<file path="config.mk">
export PLATFORM = sky130hd
export DESIGN_NAME = pixel_msg_gen
export DESIGN_NICKNAME = d
export VERILOG_FILES = /design/src/rtl/pixel_msg_pkg.sv /design/src/rtl/ascii_rom.sv /design/src/rtl/pixel_msg_anim.sv /design/src/rtl/pixel_msg_gen.sv
export SDC_FILE = /design/constraint.sdc
export NUM_CORES = 1
export LEC_CHECK = 0
export BUFFER_PORTS_ARGS = -buffer_cell sky130_fd_sc_hd__buf_2
export CORE_MARGIN = 2
export CORE_UTILIZATION = 25
export CTS_BUF_LIST = sky130_fd_sc_hd__clkbuf_4 sky130_fd_sc_hd__clkbuf_8
export DETAILED_ROUTE_END_ITERATION = 10
export HOLD_SLACK_MARGIN = 0.08
export PLACE_DENSITY_LB_ADDON = 0.1
export SYNTH_ARGS = -nofsm -noshare
export SYNTH_HDL_FRONTEND = slang
export SYNTH_HIERARCHICAL = 1
export SYNTH_SLANG_ARGS = --single-unit
</file>
<file path="constraint.sdc">
create_clock -name clk -period 5.72 [get_ports clk]
set_clock_uncertainty 0.15 [all_clocks]
set_input_delay 1.144 -clock clk [delete_from_list [all_inputs] [get_ports clk]]
set_output_delay 1.144 -clock clk [all_outputs]
set_load 0.01 [all_outputs]
</file>
<file path="src/rtl/pixel_msg_pkg.sv">
// Shared types, constants, message table and font contents for pixel_msg_gen.
package pixel_msg_pkg;

   // Animation state
   typedef enum logic [1:0] {
      IDLE   = 2'd0,
      REVEAL = 2'd1,
      SHOW   = 2'd2
   } state_e;

   // Default colours (12-bit RGB, 4 bits per channel)
   localparam logic [11:0] DEF_FG_RGB = 12'h00F;
   localparam logic [11:0] DEF_BG_RGB = 12'hFFF;
   localparam logic [11:0] DEF_CHK_A  = 12'h0F0;
   localparam logic [11:0] DEF_CHK_B  = 12'h000;

   // Font geometry and ROM shape: address = {ascii[6:0], row[3:0]}
   localparam int GLYPH_W = 8;
   localparam int GLYPH_H = 16;
   localparam int ROM_AW  = 11;
   localparam int ROM_DW  = 8;

   // Message table: 4 messages x 8 characters, space-padded, first character in the MSBs
   localparam logic [63:0] MSG_TABLE [4] = '{"WIN!    ", "LOSE    ", "PAUSE   ", "READY   "};

   // 7-bit ASCII code of character idx of message sel
   function automatic logic [6:0] msg_char(input logic [1:0] sel, input logic [2:0] idx);
      logic [63:0] s;
      logic [7:0]  b;
      s = MSG_TABLE[sel];
      b = s[8*(7-int'(idx)) +: 8];
      return b[6:0];
   endfunction

   // One 8-pixel glyph row, leftmost pixel in bit 7; only the characters used by MSG_TABLE are populated
   function automatic logic [7:0] glyph_row(input logic [6:0] c, input logic [3:0] row);
      logic [127:0] g;
      case (c)
         7'h57:   g = 128'h0000C6C6C6C6C6D6D6FEEEC6C6000000; // W
         7'h49:   g = 128'h00003C1818181818181818183C000000; // I
         7'h4E:   g = 128'h0000C6E6E6F6F6DEDECECEC6C6000000; // N
         7'h21:   g = 128'h00001818181818181800001818000000; // !
         7'h4C:   g = 128'h0000C0C0C0C0C0C0C0C0C0C0FE000000; // L
         7'h4F:   g = 128'h00007CC6C6C6C6C6C6C6C6C67C000000; // O
         7'h53:   g = 128'h00007CC6C0C060380C0606C67C000000; // S
         7'h45:   g = 128'h0000FEC0C0C0C0FCC0C0C0C0FE000000; // E
         7'h50:   g = 128'h0000FCC6C6C6FCC0C0C0C0C0C0000000; // P
         7'h41:   g = 128'h0000386CC6C6C6FEC6C6C6C6C6000000; // A
         7'h55:   g = 128'h0000C6C6C6C6C6C6C6C6C6C67C000000; // U
         7'h52:   g = 128'h0000FCC6C6C6FCD8CCCCC6C6C6000000; // R
         7'h44:   g = 128'h0000F8CCC6C6C6C6C6C6C6CCF8000000; // D
         7'h59:   g = 128'h0000C6C6C66C38181818181818000000; // Y
         default: g = '0;                                   // space and unused codes
      endcase
      return g[8*(15-int'(row)) +: 8];
   endfunction

endpackage

</file>
<file path="src/rtl/ascii_rom.sv">
// Synchronous 8x16 font ROM: data is valid one clock after addr.
module ascii_rom
   import pixel_msg_pkg::*;
(
   input  logic              clk,
   input  logic [ROM_AW-1:0] addr,
   output logic [ROM_DW-1:0] data
);

   logic [ROM_DW-1:0] data_d, data_q;

   // Look up the addressed glyph row
   always_comb begin
      data_d = glyph_row(addr[10:4], addr[3:0]);
   end

   // Registered read port
   always_ff @(posedge clk) begin
      data_q <= data_d;
   end

   assign data = data_q;

endmodule

</file>
<file path="src/rtl/pixel_msg_anim.sv">
// Animation control for pixel_msg_gen: IDLE/REVEAL/SHOW FSM, reveal counter,
// marching-border offset and (with PIXEL_MSG_BLINK_EN) the SHOW blink counter.
module pixel_msg_anim
   import pixel_msg_pkg::*;
#(
   parameter int N_CHARS       = 4,
   parameter int REVEAL_FRAMES = 8,
   parameter int MARCH_FRAMES  = 4,
   parameter int CHECKER_LOG2  = 4
)(
   input  logic                    clk,
   input  logic                    reset,
   input  logic                    frame_tick,
   input  logic                    msg_load,
   input  logic [1:0]              msg_sel,
   input  logic                    msg_clear,
   output logic [3:0]              shown,
   output logic [CHECKER_LOG2:0]   off,
   output logic [1:0]              msg,
   output logic                    text_vis,
   output logic                    revealing,
   output logic                    reveal_done
);

   localparam int RCW = (REVEAL_FRAMES > 1) ? $clog2(REVEAL_FRAMES) : 1;
   localparam int MCW = (MARCH_FRAMES > 1) ? $clog2(MARCH_FRAMES) : 1;

   state_e                state_q, state_d;
   logic [3:0]            shown_q, shown_d;
   logic [RCW-1:0]        rcnt_q, rcnt_d;
   logic [1:0]            msg_q, msg_d;
   logic                  done_q, done_d;
   logic [MCW-1:0]        mcnt_q, mcnt_d;
   logic [CHECKER_LOG2:0] off_q, off_d;

   // Border march: counts every frame_tick in every state (load/clear do not touch it)
   always_comb begin
      mcnt_d = mcnt_q;
      off_d  = off_q;
      if (frame_tick) begin
         if (mcnt_q == MCW'(MARCH_FRAMES - 1)) begin
            mcnt_d = '0;
            off_d  = off_q + 1'b1;
         end else begin
            mcnt_d = mcnt_q + 1'b1;
         end
      end
   end

   // FSM next state: load beats clear, and a tick arriving with a load is ignored
   always_comb begin
      state_d = state_q;
      shown_d = shown_q;
      rcnt_d  = rcnt_q;
      msg_d   = msg_q;
      done_d  = 1'b0;
      if (msg_load) begin
         state_d = REVEAL;
         shown_d = '0;
         rcnt_d  = '0;
         msg_d   = msg_sel;
      end else if (msg_clear) begin
         state_d = IDLE;
         shown_d = '0;
      end else if (frame_tick && state_q == REVEAL) begin
         if (rcnt_q == RCW'(REVEAL_FRAMES - 1)) begin
            rcnt_d  = '0;
            shown_d = shown_q + 4'd1;
            if (shown_q + 4'd1 == 4'(N_CHARS)) begin
               state_d = SHOW;
               done_d  = 1'b1;
            end
         end else begin
            rcnt_d = rcnt_q + 1'b1;
         end
      end
   end

   // State and counter registers
   always_ff @(posedge clk or posedge reset) begin
      if (reset) begin
         state_q <= IDLE;
         shown_q <= '0;
         rcnt_q  <= '0;
         msg_q   <= '0;
         done_q  <= 1'b0;
         mcnt_q  <= '0;
         off_q   <= '0;
      end else begin
         state_q <= state_d;
         shown_q <= shown_d;
         rcnt_q  <= rcnt_d;
         msg_q   <= msg_d;
         done_q  <= done_d;
         mcnt_q  <= mcnt_d;
         off_q   <= off_d;
      end
   end

`ifdef PIXEL_MSG_BLINK_EN
   logic [5:0] blink_q, blink_d;

   // Blink phase: zero on SHOW entry, bit 5 hides the text for the second 32 ticks of each 64
   always_comb begin
      blink_d = blink_q;
      if (state_q != SHOW) blink_d = '0;
      else if (frame_tick) blink_d = blink_q + 6'd1;
   end

   // Blink counter register
   always_ff @(posedge clk or posedge reset) begin
      if (reset) blink_q <= '0;
      else       blink_q <= blink_d;
   end

   assign text_vis = (state_q != SHOW) || !blink_q[5];
`else
   assign text_vis = 1'b1;
`endif

   assign shown       = shown_q;
   assign off         = off_q;
   assign msg         = msg_q;
   assign revealing   = (state_q == REVEAL);
   assign reveal_done = done_q;

endmodule

</file>
<file path="src/rtl/pixel_msg_gen.sv">
// Message banner pixel generator: scaled text over a marching checkered border.
// Two-stage pipeline (S0 decode + ROM read, S1 colour mux) -> rgb two clocks after x/y.
// Optional build macro PIXEL_MSG_BLINK_EN: text blinks every 32 frame_ticks in SHOW.
module pixel_msg_gen
   import pixel_msg_pkg::*;
#(
   parameter int          H_ACTIVE      = 800,
   parameter int          V_ACTIVE      = 600,
   parameter int          BORDER_SIZE   = 40,
   parameter int          CHECKER_LOG2  = 4,
   parameter int          SCALE_LOG2    = 2,
   parameter int          N_CHARS       = 4,
   parameter int          TEXT_X        = 336,
   parameter int          TEXT_Y        = 268,
   parameter int          REVEAL_FRAMES = 8,
   parameter int          MARCH_FRAMES  = 4,
   parameter logic [11:0] FG_RGB        = DEF_FG_RGB,
   parameter logic [11:0] BG_RGB        = DEF_BG_RGB,
   parameter logic [11:0] CHK_A         = DEF_CHK_A,
   parameter logic [11:0] CHK_B         = DEF_CHK_B
)(
   input  logic        clk,
   input  logic        reset,
   input  logic        video_on,
   input  logic [10:0] x,
   input  logic [10:0] y,
   input  logic        frame_tick,
   input  logic        msg_load,
   input  logic [1:0]  msg_sel,
   input  logic        msg_clear,
   output logic [11:0] rgb,
   output logic        revealing,
   output logic        reveal_done
);

   localparam int BOX_W = (N_CHARS * GLYPH_W) << SCALE_LOG2;
   localparam int BOX_H = GLYPH_H << SCALE_LOG2;

   logic [3:0]            shown;
   logic [CHECKER_LOG2:0] off;
   logic [1:0]            msg;
   logic                  text_vis;

   pixel_msg_anim #(
      .N_CHARS       (N_CHARS),
      .REVEAL_FRAMES (REVEAL_FRAMES),
      .MARCH_FRAMES  (MARCH_FRAMES),
      .CHECKER_LOG2  (CHECKER_LOG2)
   ) u_anim (
      .clk         (clk),
      .reset       (reset),
      .frame_tick  (frame_tick),
      .msg_load    (msg_load),
      .msg_sel     (msg_sel),
      .msg_clear   (msg_clear),
      .shown       (shown),
      .off         (off),
      .msg         (msg),
      .text_vis    (text_vis),
      .revealing   (revealing),
      .reveal_done (reveal_done)
   );

   logic [10:0]       dx, dy;
   logic              in_box, in_brd, par;
   logic [2:0]        char_idx;
   logic [3:0]        row;
   logic [ROM_AW-1:0] rom_addr;
   logic [ROM_DW-1:0] rom_data;

   logic       vid_d, vid_q;
   logic       txt_d, txt_q;
   logic       brd_d, brd_q;
   logic       par_d, par_q;
   logic [2:0] col_d, col_q;
   logic [11:0] rgb_d, rgb_q;

   // S0 decode: text-box coordinates, region flags and checker parity for this pixel.
   // Reveal/blink visibility is sampled here so it stays aligned with the pixel.
   always_comb begin
      dx       = x - 11'(TEXT_X);
      dy       = y - 11'(TEXT_Y);
      in_box   = (x >= 11'(TEXT_X)) && (x < 11'(TEXT_X + BOX_W)) &&
                 (y >= 11'(TEXT_Y)) && (y < 11'(TEXT_Y + BOX_H));
      in_brd   = (x < 11'(BORDER_SIZE)) || (x >= 11'(H_ACTIVE - BORDER_SIZE)) ||
                 (y < 11'(BORDER_SIZE)) || (y >= 11'(V_ACTIVE - BORDER_SIZE));
      par      = 1'((x + 11'(off)) >> CHECKER_LOG2) ^ 1'(y >> CHECKER_LOG2);
      char_idx = 3'(dx >> (3 + SCALE_LOG2));
      row      = 4'(dy >> SCALE_LOG2);
      rom_addr = {msg_char(msg, char_idx), row};
      vid_d    = video_on;
      txt_d    = in_box && ((dx >> (3 + SCALE_LOG2)) < 11'(shown)) && text_vis;
      brd_d    = in_brd;
      par_d    = par;
      col_d    = 3'(dx >> SCALE_LOG2);
   end

   // The ROM registers the char/row address; its read lines up with the S0 flag register
   ascii_rom u_rom (
      .clk  (clk),
      .addr (rom_addr),
      .data (rom_data)
   );

   // S0 register: flags and glyph column travel alongside the ROM read
   always_ff @(posedge clk or posedge reset) begin
      if (reset) begin
         vid_q <= 1'b0;
         txt_q <= 1'b0;
         brd_q <= 1'b0;
         par_q <= 1'b0;
         col_q <= '0;
      end else begin
         vid_q <= vid_d;
         txt_q <= txt_d;
         brd_q <= brd_d;
         par_q <= par_d;
         col_q <= col_d;
      end
   end

   // S1 colour mux: blanking, then lit glyph pixel, then border checker, then background
   always_comb begin
      rgb_d = BG_RGB;
      if (!vid_q)                          rgb_d = '0;
      else if (txt_q && rom_data[~col_q])  rgb_d = FG_RGB;
      else if (brd_q)                      rgb_d = par_q ? CHK_B : CHK_A;
   end

   // Output pixel register
   always_ff @(posedge clk or posedge reset) begin
      if (reset) rgb_q <= '0;
      else       rgb_q <= rgb_d;
   end

   assign rgb = rgb_q;

endmodule

</file>
==> summary.txt, run 1 <==
Sequential share of power = 29.0%
Buffering stage count on the worst path with inverters included = 4
Count of vias placed by the detailed router = 3908
Worst reg2reg setup slack = 2.10 ns
Wire length on met1 = 5630 microns
Global-route total usage across every layer = 15.8%
Die H = 129 microns
Static leakage = 1.78 nW
Avg WL per Cell = 17.9 microns
Length in cells of the worst reg-to-reg path = 11
Antenna fix cells = 0
# port buffers = 43
Area occupied by registers = 866 sq um
Ys async rst share = 80.6%
Worst min-delay path category = flip-flop to flip-flop
Seq/Total Area, Yosys = 22.3%
CTS H-Tree Depth = 2
Later-pin clock latency in the skew report = 0.30 ns
Sinks on Clock Net = 36
Clock-pin slew on the worst setup and hold paths = 0.08 ns
Endpoint of the worst setup timing path = u_rom/data[6]
Routed wl met3 = 740 microns
Post-cts gate resize count = 0
Hold violation total from the final report = 0
Count of standard-cell rows = 45
Flip-flop and latch count after synthesis = 36
FMAX = 217 MHz
Cells after Synth = 503
Power density normalized to cell area = 261 nW/um^2
Clock tree from TritonCTS = done
CP required = 5.77 ns
Pre-antenna DRT Iters = 5
Area of the mapped netlist = 3890 sq um
Total nets after synthesis = 553
Final HPWL DP = 9860 microns
Area of combinational cells with multiple inputs = 2690 sq um
Status = complete, no violations
Number of antenna-violating nets in the routed design = 0
Final total power = 1.13 mW
Part of the total power dissipated in the clock network = 22.4%
Fillers = 1675
Via count of the first global-routing pass = 3805
Max rail drop VDD = 0.140 mV
CTS buffer count = 5
Initial standard-cell utilization of the core = 25.6%
Yosys cell types = 82
Share of the cycle needed by the critical path after routing = 80.5%
Endpoint arrival time on the critical path = 4.65 ns
Max Slew Vio Count = 0
Kind of end point of the critical path = flip-flop
Setup crit start kind = input port
Width of the chip = 129 microns
Tightest Pin Transition = 0.860 ns
Final nets = 575
WP depth = 15
Critical Path Source = x[4]
Maximum number of buffers from clock root to sink = 2
Post-CTS Setup Inserts = 0
Pin count of the biggest net entering global routing = 48
Hold buffer count at cts = 0
Per-cell via count in the routed design = 5.47
Switching Fraction = 42.1%
EDFF count, synth = 0
Total core area = 15200 sq um
Mean area per synthesized cell = 7.73 sq um
Series of cell instances along the critical path = buf_2 > inv_1 > ha_1 > xor2_1 > inv_1 > nor2_1 > o21ai_0 > o2bb2ai_2 > buf_4 > nor2b_1 > nor4b_1 > o31ai_1 > a211oi_1 > a211oi_1 > a22oi_1
Slowest Stage Delay on Critical Path = 0.56 ns
Final Instance Count excl. Fillers = 714
Final total negative setup slack = 0 ns
Largest delay contributor family on the critical path = compound AO/OA/AOI/OAI gates
Setup repair after global routing missed its margin = false
P_int = 0.656 mW
DRC violations left = 0
Placer congestion estimate = 0.907
Number of ports placed on the die boundary = 44
Total global routing overflow = 0
Worst-path maximum fanout = 47
WL final = 12800 microns
Fraction of layout instances using a drive strength above 1 = 17.9%
Routed met2 length = 6090 microns
First-pass GRT wire length = 20600 microns
Setup violation total in the final timing report = 0
YS warnings = 6
Synth-to-Final Area Change = 11.4%
FF-to-FF Start = u_anim/msg[1]
Area of the die = 16600 sq um
Net switching power of the design = 0.476 mW
Leading register cell type out of synthesis = sky130_fd_sc_hd__dfrtp_1
Relative slew margins = 42.7%
Slowest stage cell on the critical path = sky130_fd_sc_hd__nor4b_1
Highest routed metal layer = met4
Library cell used as clock root buffer = sky130_fd_sc_hd__clkbuf_8
Minimum period implied by the final worst setup slack = 4.61 ns
Combinational cell fraction of total power = 48.6%
Destination of the worst register-to-register timing path = u_rom/data[6]
Max-cap viol count = 0
DP Cell Count = 706
Count of routing violations after the opening detailed-route iteration = 325
Critical path class = input port to flip-flop
Antenna violations before repair = 0
[kinds of logic (layout without fill, tap and decap cells)]
group	Yosys count	count (layout)	synth area share [%]
AND/OR/NAND/NOR	188	188	26.2
AO/OA/AOI/OAI	152	152	25.6
buffers and inverters	67	90	8.94
flip-flops	36	36	22.3
adder cells (fa/ha/maj)	20	20	6.43
multiplexers	20	20	6.08
XOR/XNOR	18	18	4.25
other	2	2	0.193
[through the flow]
stage               utilization (%)  hold WS (ns)  cell area, sq um  setup WS (ns)
floorplan                         -         0.294              3890           1.86
global placement               27.7         0.334              4210          0.960
detailed placement             27.7         0.342              4210          0.857
CTS                            28.5         0.352              4330           1.13
global route                   28.5         0.382              4330          0.734
finish                         28.5         0.343              4330           1.11
[per-layer routing]
layer	GRT usage, %	vias up
met3	2.87	17
met4	4.86	0
met2	26.5	145
met1	20.6	1865
li1	-	1881
met5	0	-
[how the worst min path moves through the flow]
stage	start	to	slack [ns]	cells after the start
after floorplan	brd_q	rgb[3]	0.29	1
after global placement	u_anim/off[4]	u_anim/off[4]	0.33	1
after detailed placement	u_anim/off[4]	u_anim/off[4]	0.34	1
after CTS	u_anim/off[4]	u_anim/off[4]	0.35	1
after global routing	u_anim/off[4]	u_anim/off[4]	0.38	1
final	u_anim/off[4]	u_anim/off[4]	0.34	1
[registers in the layout, summed over array words and instances, names as in the netlist]
signal and count:
u_anim/off 5, vid_q 1, u_anim/rcnt_q 3, par_q 1
rgb 3, txt_q 1, u_anim/reveal_done 1, brd_q 1
u_anim/msg 2, u_anim/state_q 2, u_rom/data 7, col_q 3
u_anim/mcnt_q 2, u_anim/shown 4
[cells in the final DEF, fill, tap and decap left out, types with 4 or more instances in the layout]
cell type and instances:
sky130_fd_sc_hd__nand2b_1 11, sky130_fd_sc_hd__a31oi_1 10, sky130_fd_sc_hd__nand4_1 6, sky130_fd_sc_hd__or3_1 5, sky130_fd_sc_hd__nand3_1 15, sky130_fd_sc_hd__o21ai_0 31
sky130_fd_sc_hd__nor4_1 4, sky130_fd_sc_hd__clkbuf_8 7, sky130_fd_sc_hd__buf_4 15, sky130_fd_sc_hd__nand3b_1 6, sky130_fd_sc_hd__buf_2 43, sky130_fd_sc_hd__ha_1 20
sky130_fd_sc_hd__xor2_1 5, sky130_fd_sc_hd__nor2b_1 12, sky130_fd_sc_hd__dfxtp_1 7, sky130_fd_sc_hd__inv_1 23, sky130_fd_sc_hd__a211oi_1 6, sky130_fd_sc_hd__xnor2_1 12
sky130_fd_sc_hd__nand2_1 39, sky130_fd_sc_hd__o31ai_1 8, sky130_fd_sc_hd__nor3_1 13, sky130_fd_sc_hd__nor2_1 45, sky130_fd_sc_hd__mux2_2 9, sky130_fd_sc_hd__mux2i_1 9
sky130_fd_sc_hd__a21oi_1 41, sky130_fd_sc_hd__dfrtp_1 29
[synthesized netlist by cell type (all sizes together) (8+ instances only)]
cell type  count  area share [%]
nor2          45             4.3
buf           32             5.6
dfrtp         29              19
nor3          13             1.7
a31oi         10             1.6
clkbuf        11             1.1
nand2b        11             1.8
mux2           9             2.6
o31ai          8             1.5
mux2i          9             2.3
xnor2         13             3.1
nand2         39             3.8
nor2b         12             1.9
ha            20             6.4
inv           24             2.3
a21oi         41             5.3
o21ai         33             4.3
nand3         15             1.9
[area by class of cell]
cell class              count  area share, %
repair buffers             58           7.57
well taps                 188           5.43
inverters                  24           2.08
clock buffers               7           2.22
multi-input cells         400           62.0
clock inverters             1          0.693
flip-flops and latches     36           20.0
[power groups by stage]
stage	sequential (mW)	combinational, mW	clock (mW)
after floorplan	0.325	0.409	0
after global placement	0.334	0.556	0
after detailed placement	0.334	0.543	0
after CTS	0.329	0.545	0.264
after global routing	0.334	0.609	0.278
final	0.328	0.550	0.254
Note: power is estimated with default switching activity, not from simulation.
==> run 2, diff against run 1 <==
- clock period: 5.72 -> 4.6 ns (I/O delays scaled with it)
==> run 2 against run 1 <==
Total power up 26%. Final cell count up 0.70%. First-iteration DRC count up 1.2%. Clock power up 24%. Worst setup slack worse by 0.66 ns. Non-clock buffer count up 5. Wire length down 1.4%. Die area unchanged. Utilization up 0.49 points. Global-route usage down 0.37 points. Sequential cell count unchanged. Combinational power up 28%.
==> summary.txt, run 2 (synthesis gave the netlist of run 1 again) <==
Final critical-path setup slack = 0.452 ns (-0.663 ns)
Fraction of layout instances using a drive strength above 1 = 18.6% (+0.77 points)
# port buffers = 43 (unchanged)
Initial standard-cell utilization of the core = 25.6% (unchanged)
Clock tree from TritonCTS = done
Finished layout cell area = 4410 sq um (+1.7%)
Worst min-delay path category = flip-flop to flip-flop
Antenna violations before repair = 0 (unchanged)
Kind of end point of the critical path = flip-flop
Maximum number of buffers from clock root to sink = 2 (unchanged)
Setup violation total in the final timing report = 0 (unchanged)
Placed inst area = 4280 sq um (+1.8%)
Later-pin clock latency in the skew report = 0.30 ns (about the same)
Width of the chip = 129 microns (unchanged)
Total core area = 15200 sq um (unchanged)
Final total power = 1.43 mW (+26%)
Post-CTS Setup Inserts = 0 (unchanged)
Hold buffer count at cts = 0 (unchanged)
Setup repair after global routing missed its margin = false
Slowest stage cell on the critical path = sky130_fd_sc_hd__xor2_1
Per-cell via count in the routed design = 5.45 (-0.52%)
Relative slew margins = 49.5% (+6.8 points)
Share of the cycle needed by the critical path after routing = 90.2%
Length in cells of the worst reg-to-reg path = 12 (+1)
DP Cell Count = 711 (+0.71%)
Largest delay contributor family on the critical path = compound AO/OA/AOI/OAI gates
Static leakage = 1.82 nW (+2.0%)
Worst slack at placement = 0.175 ns (-0.682 ns)
Final nets = 580 (+0.87%)
Pre-antenna DRT Iters = 5 (unchanged)
Count of vias placed by the detailed router = 3915 (+0.18%)
CP required = 4.65 ns (-1.12 ns)
Pin count of the biggest net entering global routing = 48 (unchanged)
Count of standard-cell rows = 45 (unchanged)
Final Instance Count excl. Fillers = 719 (+0.70%)
CTS buffer count = 5 (unchanged)
Buffering stage count on the worst path with inverters included = 4 (unchanged)
Global-route total usage across every layer = 15.4% (-0.37 points)
Via count of the first global-routing pass = 3769 (-0.95%)
Max-cap viol count = 0 (unchanged)
Critical path class = input port to flip-flop
Status = complete, no violations
WL final = 12600 microns (-1.4%)
Fillers = 1669 (-0.36%)
DRC violations left = 0 (unchanged)
Tightest Pin Transition = 0.757 ns (-0.103 ns)
Area of the die = 16600 sq um (unchanged)
CTS H-Tree Depth = 2 (unchanged)
Most used cells in the layout excluding fill and tap cells = sky130_fd_sc_hd__nor2_1 (45), sky130_fd_sc_hd__buf_2 (43), sky130_fd_sc_hd__a21oi_1 (41)
Number of flip-flops in the largest register = 7 (unchanged)
WP depth = 15 (unchanged)
Series of cell instances along the critical path = buf_2 > inv_1 > ha_1 > xor2_1 > inv_1 > nor2_1 > o21ai_0 > o2bb2ai_2 > buf_12 > or3b_1 > a21oi_1 > nor2_1 > o41ai_1 > a311oi_1 > a22oi_1
Count of cells along the worst hold path = 1 (unchanged)
Worst-path maximum fanout = 47 (unchanged)
Total global routing overflow = 0 (unchanged)
Final HPWL DP = 9870 microns (+0.14%)
Area occupied by registers = 866 sq um (unchanged)
Synth-to-Final Area Change = 13.3%
Hold violation total from the final report = 0 (unchanged)
Final total negative setup slack = 0 ns (unchanged)
Leading cell type in the layout, fill and taps excluded = sky130_fd_sc_hd__nor2_1
Antenna fix cells = 0 (unchanged)
Endpoint arrival time on the critical path = 4.20 ns (-0.45 ns)
Max Slew Vio Count = 0 (unchanged)
Post-layout utilization of the core = 29.0% (+0.49 points)
Placer congestion estimate = 0.882 (-2.7%)
First-pass GRT wire length = 20100 microns (-2.3%)
Clock-pin slew on the worst setup and hold paths = 0.07 ns (about the same)
Max rail drop VDD = 0.144 mV (+2.5%)
Die H = 129 microns (unchanged)
Number of antenna-violating nets in the routed design = 0 (unchanged)
Worst hold margin = 0.342 ns (-0.00117 ns)
Slowest Stage Delay on Critical Path = 0.48 ns (-0.08 ns)
Count of routing violations after the opening detailed-route iteration = 329 (+1.2%)
Sinks on Clock Net = 36 (unchanged)
Area of combinational cells with multiple inputs = 2690 sq um (unchanged)
Post-cts gate resize count = 0 (unchanged)
Minimum period implied by the final worst setup slack = 4.15 ns
Library cell used as clock root buffer = sky130_fd_sc_hd__clkbuf_8
FMAX = 241 MHz
Setup crit start kind = input port
Power density normalized to cell area = 324 nW/um^2 (+24%)
Number of ports placed on the die boundary = 44 (unchanged)
Avg WL per Cell = 17.5 microns (-2.1%)
## run 2: worst reg2reg max path: cells and delay by family, from the launching register on
family                     cells  cell delay (ns)
buffers and inverters          3             0.42
DFF                            1             0.46
muxes                          1             0.45
and+or+nand+nor                3             0.79
AOI/OAI and AO/OA              4             0.93
adders and majority gates      1             0.32
## run 2: final cells by class
type	instances	area share (%)
clock buffers	7	2.19
repair buffers	63	9.14
inverters	24	2.04
multi-input cells	400	61.0
flip-flops and latches	36	19.6
well taps	188	5.34
clock inverters	1	0.681
## run 2: path summary, 6_finish.rpt
kind / slack, ns / startpoint / endpoint
setup reg to reg: 1.00 / u_anim/msg[1] / u_rom/data[6]
hold reg to reg: 0.34 / brd_q / rgb[3]
setup / recovery: 0.45 / x[4] / u_rom/data[6]
max in group asynchronous: 3.21 / reset / u_anim/shown[3]
hold / removal: 0.34 / brd_q / rgb[3]
min in group asynchronous: 0.46 / reset / col_q[1]
## run 2: metal layers
layer	vias up	wire length, microns	global-route usage [%]
met5	-	0	0
met4	0	516	6.84
met3	32	785	3.20
met2	169	5900	25.9
met1	1823	5400	19.1
li1	1891	-	-
## run 2: report_power, final
part / internal [mW] / switching [mW]
registers: 0.367 / 0.0411
logic: 0.274 / 0.430
clock network: 0.191 / 0.124
total: 0.833 / 0.596
==> run 3, diff against run 2 <==
- ABC_AREA: unset -> 1
- SKIP_LAST_GASP: unset -> 1
==> run 3 against run 2 <==
First-iteration DRC count down 12%. Design area down 7.0%. Count of clock-buffer cells in the layout down 1. Total power down 22%.
==> summary.txt, run 3 <==
Area fraction in compound gates after synthesis = 9.50% (-16 points)
Slowest stage cell on the critical path = sky130_fd_sc_hd__ha_1
Power density normalized to cell area = 272 nW/um^2 (-16%)
Status = complete, no violations
Pin count of the biggest net entering global routing = 21 (-56%)
Max-cap viol count = 0 (unchanged)
Area of the die = 15600 sq um (-5.7%)
Minimum period implied by the final worst setup slack = 3.76 ns (-0.384 ns)
EDFF count, synth = 0 (unchanged)
Leading cell type in the layout, fill and taps excluded = sky130_fd_sc_hd__nand2_1
Later-pin clock latency in the skew report = 0.29 ns (about the same)
Static leakage = 2.25 nW (+24%)
Post-synthesis adder-cell area fraction = 7.18% (+0.74 points)
Combinational family with the most area after synthesis = simple AND/OR/NAND/NOR gates
Count of routing violations after the opening detailed-route iteration = 291 (-12%)
Relative slew margins = 50.0% (+0.55 points)
Series of cell instances along the critical path = buf_2 > inv_1 > ha_1 > inv_1 > o21ai_0 > o21ai_0 > o21ai_1 > inv_2 > nand3_1 > nor2_1 > nor2_1 > nand3_1 > nand2_1 > nand2_1 > nand2_1 > nand3_1 > nand2_1 > nand2_1
Mean area per synthesized cell = 6.13 sq um (-21%)
Post-synthesis mux area share = 0.308% (-5.8 points)
Global-route total usage across every layer = 13.5% (-1.9 points)
Die H = 125 microns (-2.9%)
Post-cts gate resize count = 0 (unchanged)
Largest area contributor in the netlist = sky130_fd_sc_hd__dfrtp_1
Kind of end point of the critical path = flip-flop
Worst reg2reg setup slack = 1.53 ns (+0.53 ns)
Worst min-delay path category = flip-flop to flip-flop
Final total power = 1.12 mW (-22%)
Fillers = 1655 (-0.84%)
Antenna violations before repair = 0 (unchanged)
XOR/XNOR Fraction of Synth Area = 2.39% (-1.9 points)
Most repeated cell in the gate-level netlist after synthesis = sky130_fd_sc_hd__nand2_1
Number of flip-flops in the largest register = 7 (unchanged)
Antenna fix cells = 0 (unchanged)
DRC violations left = 0 (unchanged)
Slowest Stage Delay on Critical Path = 0.53 ns (+0.05 ns)
Seq/Total Area, Yosys = 23.7% (+1.4 points)
Top-area cell type share of the netlist area = 19.8% (+1.2 points)
Final nets = 681 (+17%)
Most used cells in the layout excluding fill and tap cells = sky130_fd_sc_hd__nand2_1 (149), sky130_fd_sc_hd__nor2_1 (90), sky130_fd_sc_hd__inv_1 (78)
Hold violation total from the final report = 0 (unchanged)
Largest delay contributor family on the critical path = simple AND/OR/NAND/NOR gates
# port buffers = 43 (unchanged)
Number of antenna-violating nets in the routed design = 0 (unchanged)
Synth-to-Final Area Change = 12.0%
Via count of the first global-routing pass = 3652 (-3.1%)
Dominant cells by area after synthesis = sky130_fd_sc_hd__dfrtp_1 (20%), sky130_fd_sc_hd__nand2_1 (15%), sky130_fd_sc_hd__nor2_1 (9.2%)
First-pass GRT wire length = 17600 microns (-13%)
Tightest Pin Transition = 0.749 ns (-0.00821 ns)
Count of vias placed by the detailed router = 3785 (-3.3%)
Critical path class = input port to flip-flop
Sinks on Clock Net = 36 (unchanged)
Cell type with the highest occurrence count on the critical path = sky130_fd_sc_hd__nand2_1
Per-cell via count in the routed design = 4.64 (-15%)
Post-layout utilization of the core = 28.4% (-0.57 points)
Hold buffer count at cts = 0 (unchanged)
Avg WL per Cell = 12.8 microns (-27%)
WL final = 10500 microns (-17%)
Maximum number of buffers from clock root to sink = 2 (unchanged)
Ys async rst share = 80.6% (unchanged)
Worst-path maximum fanout = 14 (-70%)
Clock tree from TritonCTS = done
Area of combinational cells with multiple inputs = 2340 sq um (-13%)
CTS buffer count = 5 (unchanged)
Placed inst area = 3990 sq um (-6.8%)
FMAX = 266 MHz (+10%)
Setup repair after global routing missed its margin = false
Number of ports placed on the die boundary = 44 (unchanged)
Count of standard-cell rows = 44 (-2.2%)
Clock-pin slew on the worst setup and hold paths = 0.07 ns (about the same)
Setup violation total in the final timing report = 0 (unchanged)
CP required = 4.64 ns (about the same)
Area of the mapped netlist = 3660 sq um (-5.9%)
Area occupied by registers = 866 sq um (unchanged)
Fraction of layout instances using a drive strength above 1 = 14.9% (-3.7 points)
Leading register cell type out of synthesis = sky130_fd_sc_hd__dfrtp_1
Cells after Synth = 597 (+19%)
Endpoint arrival time on the critical path = 3.80 ns (-0.40 ns)
Max rail drop VDD = 0.165 mV (+15%)
Placer congestion estimate = 0.874 (-0.99%)
Max Slew Vio Count = 0 (unchanged)
YS warnings = 6 (unchanged)
Buffering stage count on the worst path with inverters included = 4 (unchanged)
Post-CTS Setup Inserts = 0 (unchanged)
Final HPWL DP = 8490 microns (-14%)
Setup crit start kind = input port
Simple-gate area share of the yosys netlist = 44.3% (+18 points)
Total core area = 14400 sq um (-5.1%)
Library cell used as clock root buffer = sky130_fd_sc_hd__clkbuf_8
Final total negative setup slack = 0 ns (unchanged)
Total global routing overflow = 0 (unchanged)
Width of the chip = 125 microns (-2.9%)
Flip-flop and latch count after synthesis = 36 (unchanged)
Total nets after synthesis = 648 (+17%)
Initial standard-cell utilization of the core = 25.4% (-0.21 points)
Yosys cell types = 40 (-51%)
Ranking of synthesized cells by instance count = sky130_fd_sc_hd__nand2_1 (149), sky130_fd_sc_hd__nor2_1 (90), sky130_fd_sc_hd__inv_1 (78)
CTS H-Tree Depth = 2 (unchanged)
Finished layout cell area = 4100 sq um (-7.0%)
Share of the cycle needed by the critical path after routing = 81.8% (-8.4 points)
Pre-antenna DRT Iters = 5 (unchanged)
## run 3: logic make-up after synthesis
logic type               after synthesis
AO/OA/AOI/OAI                         62
other                                  2
multiplexers                           1
flip-flops                            36
XOR/XNOR                              10
buffers and inverters                103
adder cells (fa/ha/maj)               21
AND/OR/NAND/NOR                      362
## run 3: metal layers
layer	vias to the layer above	routed length (microns)	GRT usage (%)
met2	100	4930	23.1
li1	1969	-	-
met1	1704	4960	17.9
met3	12	466	2.70
met5	-	0	0
met4	0	93	2.48
## run 3: area by class of cell
class / instances / area share [%]
Timing Repair Buffer: 47 / 5.98
Clock buffer: 6 / 1.86
Inverter: 82 / 7.51
Clock inverter: 2 / 0.855
Sequential cell: 36 / 21.1
Multi-Input combinational cell: 458 / 57.1
Tap cell: 184 / 5.62
## run 3: final timing paths
path                                  start                to  depth (start not counted)
min                        u_anim/mcnt_q[0]  u_anim/mcnt_q[0]                          1
min in group asynchronous             reset          col_q[2]                          2
max                                    x[4]     u_rom/data[4]                         18
max reg2reg                   u_anim/msg[0]     u_rom/data[4]                         17
max in group asynchronous             reset   u_anim/shown[0]                          2
min reg2reg                u_anim/mcnt_q[0]  u_anim/mcnt_q[0]                          1
## run 3: stage by stage
| stage | cells | setup WS (ns) | hold WS [ns] |
|---|---|---|---|
| after CTS | 815 | 0.831 | 0.333 |
| final | 815 | 0.836 | 0.327 |
| after floorplan | 597 | 1.19 | 0.293 |
| after detailed placement | 807 | 0.524 | 0.325 |
| after global placement | 807 | 0.551 | 0.308 |
| after global routing | 815 | 0.483 | 0.359 |
## run 3: worst register-to-register path: cells and delay by family, from the launching register on
kind	cells	cell delay [ns]
AO/OA/AOI/OAI	3	0.59
adder cells (fa/ha/maj)	1	0.30
AND/OR/NAND/NOR	11	1.23
flip-flops	1	0.46
buffers and inverters	2	0.24
## run 3: power breakdown
part,switching [mW],internal [mW],leakage (nW)
Combinational,0.277,0.155,1.77
Sequential,0.0381,0.364,0.427
Clock,0.115,0.167,0.0586
Total,0.431,0.685,2.25
